File: config.mk
export PLATFORM = sky130hd
export DESIGN_NAME = register_file_read_port_flat
export DESIGN_NICKNAME = d
export VERILOG_FILES = /design/src/rtl/cpu_pkg.sv /design/src/rtl/register_file_read_port_if.sv /design/src/rtl/rf_read_port.sv /design/src/rtl/register_file_read_port.sv /design/src/flat_wrapper.sv
export SDC_FILE = /design/constraint.sdc
export NUM_CORES = 1
export LEC_CHECK = 0
export BUFFER_PORTS_ARGS = -buffer_cell sky130_fd_sc_hd__buf_2
export CELL_PAD_IN_SITES_DETAIL_PLACEMENT = 1
export CELL_PAD_IN_SITES_GLOBAL_PLACEMENT = 2
export CORE_MARGIN = 2
export CORE_UTILIZATION = 33
export CTS_CLUSTER_DIAMETER = 100
export CTS_CLUSTER_SIZE = 24
export DETAILED_ROUTE_END_ITERATION = 10
export PLACE_DENSITY_LB_ADDON = 0.1
export SYNTH_ARGS = -nofsm -noshare
export SYNTH_HDL_FRONTEND = slang
export SYNTH_SLANG_ARGS = --single-unit
File: constraint.sdc
create_clock -name clk -period 1.6 [get_ports clk]
set_input_delay 0.16 -clock clk [delete_from_list [all_inputs] [get_ports clk]]
set_output_delay 0.16 -clock clk [all_outputs]
set_load 0.01 [all_outputs]
File: src/rtl/cpu_pkg.sv
// Shared constants and types for the CPU register bank and its read ports.
package cpu_pkg;

  localparam int unsigned DATA_W    = 16;
  localparam int unsigned ADDR_W    = 3;
  localparam int unsigned REG_COUNT = 8;

  typedef logic [ADDR_W-1:0] reg_addr_t;
  typedef logic [DATA_W-1:0] data_t;

  localparam data_t ZERO_DATA = '0;

  // Per-port read state: VALID means rd_data was loaded at the last edge.
  typedef enum logic {
    StIdle,
    StValid
  } port_state_e;

endpackage

File: src/rtl/register_file_read_port_if.sv
// Write port plus two read request/response channels of the register bank.
interface register_file_read_port_if;
  import cpu_pkg::*;

  logic      wr_en;
  reg_addr_t wr_addr;
  data_t     wr_data;

  logic      rd_en_a;
  reg_addr_t rd_addr_a;
  data_t     rd_data_a;
  logic      rd_valid_a;

  logic      rd_en_b;
  reg_addr_t rd_addr_b;
  data_t     rd_data_b;
  logic      rd_valid_b;

  modport master (
    output wr_en, wr_addr, wr_data,
    output rd_en_a, rd_addr_a, rd_en_b, rd_addr_b,
    input  rd_data_a, rd_valid_a, rd_data_b, rd_valid_b
  );

  modport slave (
    input  wr_en, wr_addr, wr_data,
    input  rd_en_a, rd_addr_a, rd_en_b, rd_addr_b,
    output rd_data_a, rd_valid_a, rd_data_b, rd_valid_b
  );

endinterface

File: src/rtl/rf_read_port.sv
// One registered read port: address mux over the flat storage bus, write bypass
// and the valid flag.
module rf_read_port
  import cpu_pkg::*;
(
  input  logic                        clk,
  input  logic                        rst_n,
  input  logic [REG_COUNT*DATA_W-1:0] mem_flat,
  input  logic                        wr_en,
  input  reg_addr_t                   wr_addr,
  input  data_t                       wr_data,
  input  logic                        rd_en,
  input  reg_addr_t                   rd_addr,
  output data_t                       rd_data,
  output logic                        rd_valid
);

  port_state_e state_q, state_d;
  data_t       data_q, data_d;
  logic        bypass;

  always_comb begin
    state_d = state_q;
    data_d  = data_q;
    // Same-edge write to the requested register wins over the stored value.
    bypass  = wr_en && (wr_addr == rd_addr);

    unique case (state_q)
      StIdle:  if (rd_en)  state_d = StValid;
      StValid: if (!rd_en) state_d = StIdle;
      default: state_d = StIdle;
    endcase

    if (rd_en) begin
      data_d = bypass ? wr_data : mem_flat[int'(rd_addr)*DATA_W +: DATA_W];
    end
  end

  always_ff @(posedge clk or negedge rst_n) begin
    if (!rst_n) begin
      state_q <= StIdle;
      data_q  <= ZERO_DATA;
    end else begin
      state_q <= state_d;
      data_q  <= data_d;
    end
  end

  assign rd_data  = data_q;
  assign rd_valid = (state_q == StValid);

endmodule

File: src/rtl/register_file_read_port.sv
// 8 x 16-bit register bank with one write port and two independent registered
// read ports (A and B), each with write-to-read bypass.
module register_file_read_port
  import cpu_pkg::*;
(
  input logic                        clk,
  input logic                        rst_n,
  register_file_read_port_if.slave   bus
);

  data_t                       mem_q [REG_COUNT];
  logic [REG_COUNT*DATA_W-1:0] mem_flat;

  always_ff @(posedge clk or negedge rst_n) begin
    if (!rst_n) begin
      for (int i = 0; i < int'(REG_COUNT); i++) begin
        mem_q[i] <= ZERO_DATA;
      end
    end else if (bus.wr_en) begin
      mem_q[bus.wr_addr] <= bus.wr_data;
    end
  end

  for (genvar g = 0; g < int'(REG_COUNT); g++) begin : g_flat
    assign mem_flat[g*DATA_W +: DATA_W] = mem_q[g];
  end

  rf_read_port port_a (
    .clk      (clk),
    .rst_n    (rst_n),
    .mem_flat (mem_flat),
    .wr_en    (bus.wr_en),
    .wr_addr  (bus.wr_addr),
    .wr_data  (bus.wr_data),
    .rd_en    (bus.rd_en_a),
    .rd_addr  (bus.rd_addr_a),
    .rd_data  (bus.rd_data_a),
    .rd_valid (bus.rd_valid_a)
  );

  rf_read_port port_b (
    .clk      (clk),
    .rst_n    (rst_n),
    .mem_flat (mem_flat),
    .wr_en    (bus.wr_en),
    .wr_addr  (bus.wr_addr),
    .wr_data  (bus.wr_data),
    .rd_en    (bus.rd_en_b),
    .rd_addr  (bus.rd_addr_b),
    .rd_data  (bus.rd_data_b),
    .rd_valid (bus.rd_valid_b)
  );

endmodule

File: src/flat_wrapper.sv
// flat-port wrapper written by rule: the top's interface ports become plain ports
module register_file_read_port_flat import cpu_pkg::*;
  (clk, rst_n, bus_wr_en, bus_wr_addr, bus_wr_data, bus_rd_en_a, bus_rd_addr_a, bus_rd_en_b, bus_rd_addr_b, bus_rd_data_a, bus_rd_valid_a, bus_rd_data_b, bus_rd_valid_b);
  register_file_read_port_if bus_i ();
  input logic clk;
  input logic rst_n;
  input wire logic [$bits(bus_i.wr_en)-1:0] bus_wr_en;
  input wire logic [$bits(bus_i.wr_addr)-1:0] bus_wr_addr;
  input wire logic [$bits(bus_i.wr_data)-1:0] bus_wr_data;
  input wire logic [$bits(bus_i.rd_en_a)-1:0] bus_rd_en_a;
  input wire logic [$bits(bus_i.rd_addr_a)-1:0] bus_rd_addr_a;
  input wire logic [$bits(bus_i.rd_en_b)-1:0] bus_rd_en_b;
  input wire logic [$bits(bus_i.rd_addr_b)-1:0] bus_rd_addr_b;
  output wire logic [$bits(bus_i.rd_data_a)-1:0] bus_rd_data_a;
  output wire logic [$bits(bus_i.rd_valid_a)-1:0] bus_rd_valid_a;
  output wire logic [$bits(bus_i.rd_data_b)-1:0] bus_rd_data_b;
  output wire logic [$bits(bus_i.rd_valid_b)-1:0] bus_rd_valid_b;
  assign bus_i.wr_en = bus_wr_en;
  assign bus_i.wr_addr = bus_wr_addr;
  assign bus_i.wr_data = bus_wr_data;
  assign bus_i.rd_en_a = bus_rd_en_a;
  assign bus_i.rd_addr_a = bus_rd_addr_a;
  assign bus_i.rd_en_b = bus_rd_en_b;
  assign bus_i.rd_addr_b = bus_rd_addr_b;
  assign bus_rd_data_a = bus_i.rd_data_a;
  assign bus_rd_valid_a = bus_i.rd_valid_a;
  assign bus_rd_data_b = bus_i.rd_data_b;
  assign bus_rd_valid_b = bus_i.rd_valid_b;
  register_file_read_port u_core (.clk(clk), .rst_n(rst_n), .bus(bus_i));
endmodule
==> out/qor.csv <==
stage,metric,value,unit
outcome,status,completed,
final_layout,areaGrowthSynthToFinish,20.72,%
worst_hold_path,min-delay-start,bus_wr_data[7],
worst_setup_path,critPathArrivalTime,1.90,ns
clocking,clkLatencyLatePin,0.43,ns
worst_setup_path,path_class,flip-flop to flip-flop,
final_layout,final_nets,720,
global_routing,grt_overflow_total,0,
placed_design,place_hpwl,16.66,mm
routing,finalWirelength,25.04,mm
worst_setup_path,critical_path.endpoint_type,flip-flop,
synth,synthCells,604,
global_routing,grt_max_degree,54,
floorplan,std_cell_rows,57,
floorplan,die_x,160.8,um
sta,fin_setup_tns,0,ns
sta,rsz0062_at_grt,true,
floorplan,start_util,33.46,%
worst_setup_path,required,1.92,ns
clocking,clkTransAtPathRegs,0.07,ns
clocking,numCtsBuffers,17,
routing,drtAntennaViolNets,0,
synth,ys_types,26,
sta,finClkSkew,0.01215,ns
routing,drt_iter0_drc,282,
final_layout,n_fill_cell,2561,
synth,yosysSeqAreaShare,49.96,%
clocking,clock-sinks,162,
synth,synth_seq_cells,162,
synth,synth_warnings,0,
floorplan,core,24250,um2
sta,setup_viol,0,
global_routing,grt_usage,20.08,%
global_routing,grt_pass1_wl,38.50,mm
floorplan,die_h,160.8,um
sta,hold_ws,0.02698,ns
clocking,cts_htree_levels,4,
routing,via_per_inst,5.372,
routing,drt_pre_antenna_iters,4,
sta,slew_violations,0,
synth,synth_nets,634,
worst_setup_path,cp-startpoint,u_core.mem_flat[80]$_DFFE_PN0P_,
sta,worstMarginPinSlew,0.4567,ns
sta,slew-limit-headroom,69.55,%
pwr,ir_worst_vdd,0.4819,mV
pwr,p_per_area,1253,nW/um2
routing,wire_per_inst,24.41,um
sta,timing.final.crit_share,98.76,%
synth,synth_area,8114,um2
sta,fmax,632.8,MHz
global_routing,first_global_vias,5964,
worst_setup_path,cp_max_fo,3,
clocking,cts_tree,yes,
synth,yosys-top-cells-area,"dfrtp_1 (50%), mux4_2 (14%), mux2_2 (9.9%), o21ai_0 (3.9%), mux4_1 (3.9%)",
pwr,p_leak,0.004265,uW
synth,synth_commonest_cells,"dfrtp_1 (162), mux2_2 (71), nand2_1 (67)",
final_layout,drive_gt1_share,39.46,%
worst_setup_path,startpoint_type,flip-flop,
placed_design,gp_congestion,0.7616,
global_routing,antenna_found_initial,0,
placed_design,placement.io_buffers,63,
clocking,cts_root_buffer,clkbuf_16,
worst_setup_path,rr_startpoint,u_core.mem_flat[80]$_DFFE_PN0P_,
synth,synth_flop_cell,dfrtp_1,
job,drv_cap,0,
clocking,cts.path.max_buffers,2,
routing,drc,0,
synth,synth_most_common_cell,dfrtp_1,
synth,synth_top_area_cell,dfrtp_1,
final_layout,n_antenna_cell,0,
synth,avgSynthCellArea,13.43,um2
sta,fin_crit,1.580,ns
worst_hold_path,hold_path.class,primary input to flip-flop,
floorplan,io-pin-count,64,
sta,hold_viol_final,0,
synth,yosysTopAreaCellShare,49.96,%
floorplan,die_area,25860,um2
routing,vias,5512,
synth,synth-edff-count,0,
synth,ys_async_sr_fraction,100.0,%
[power breakdown]
part           internal, uW  switching (uW)
sequential             4950             637
clock                  2300            1730
combinational          1530            1140
[what timing repair did]
action | 4_1_cts | 5_1_grt
endpoints found under the hold margin | 36 | 0
buffers inserted | 0 | 3
setup endpoints to repair | 0 | 4
hold buffers | 1 | 0
gates resized for setup | 0 | 4
[state kept, by name, summed over array words and instances (netlist names)]
register and flops:
u_core.port_a.rd_valid 1, u_core.mem_flat 128, u_core.port_b.rd_valid 1, u_core.port_a.rd_data 16, u_core.port_b.rd_data 16
[final cells by class]
class | instances | area, um2 | share of cell area (%)
Clock inverter | 8 | 78.83 | 0.8047
Timing Repair Buffer | 117 | 979.7 | 10.00
Sequential cell | 162 | 4054 | 41.38
Inverter | 18 | 67.56 | 0.6897
Clock buffer | 23 | 488.0 | 4.981
Tap cell | 324 | 405.4 | 4.138
Multi-Input combinational cell | 374 | 3722 | 38.00
[per-stage QoR]
| stage | cells | instance area (um2) | utilization [%] | setup slack [ns] | total power [uW] |
|---|---|---|---|---|---|
| after floorplan | 604 | 8114 | - | -0.003152 | 7238 |
| after global placement | 991 | 9204 | 37.96 | -0.04999 | 8194 |
| after detailed placement | 991 | 9204 | 37.96 | -0.07648 | 8318 |
| after CTS | 1023 | 9781 | 40.34 | 0.02562 | 12370 |
| after global routing | 1026 | 9796 | 40.40 | -0.01454 | 12880 |
| final | 1026 | 9796 | 40.40 | 0.01984 | 12280 |
[cell usage in the layout (no fill, tap or decap), types with 2 or more instances in the layout]
cell / netlist / final
clkbuf_16: 0 / 17
nand2_1: 67 / 67
xnor2_1: 6 / 6
clkbuf_1: 19 / 2
dfrtp_1: 162 / 162
mux4_2: 52 / 55
buf_4: 7 / 33
a221o_1: 7 / 7
mux2i_1: 25 / 25
buf_2: 18 / 62
mux4_1: 12 / 9
clkinvlp_4: 0 / 4
o21ai_0: 64 / 64
a41oi_2: 0 / 2
inv_1: 18 / 18
nor2b_1: 7 / 7
nand4b_1: 3 / 3
and4b_1: 2 / 2
clkinv_2: 0 / 2
a221oi_1: 25 / 25
mux2_2: 71 / 70
clkbuf_8: 0 / 4
buf_12: 2 / 20
nor3b_2: 2 / 2
nor2_1: 25 / 25
[worst paths after layout]
kind,endpoint,slack (ns),depth (start not counted)
max reg2reg,u_core.port_a.rd_data[0]$_DFFE_PN0P_,0.02,3
min in group asynchronous,u_core.mem_flat[48]$_DFFE_PN0P_,0.22,2
min reg2reg,u_core.mem_flat[122]$_DFFE_PN0P_,0.50,2
min,u_core.mem_flat[39]$_DFFE_PN0P_,0.03,2
max,u_core.port_a.rd_data[0]$_DFFE_PN0P_,0.02,3
max in group asynchronous,u_core.port_b.rd_data[11]$_DFFE_PN0P_,0.72,3
[critical path, cell delays in order, from the launching register on]
cell,delay [ns]
dfrtp_1,0.42
mux4_1,0.49
mux2_2,0.27
a221o_1,0.29
[routing by layer]
layer  global-route usage [%]  wire length, um
met5                        0                0
met4                    3.369              193
met3                    3.073              875
met2                    33.09            12210
met1                    28.68            11760
[logic make-up after synthesis]
group,synth area share (%)
AND/OR/NAND/NOR,6.076
multiplexers,31.26
XOR/XNOR,0.6476
buffers and inverters,4.333
flip-flops,49.96
AO/OA/AOI/OAI,7.726
Note: power is estimated with default switching activity, not from simulation.
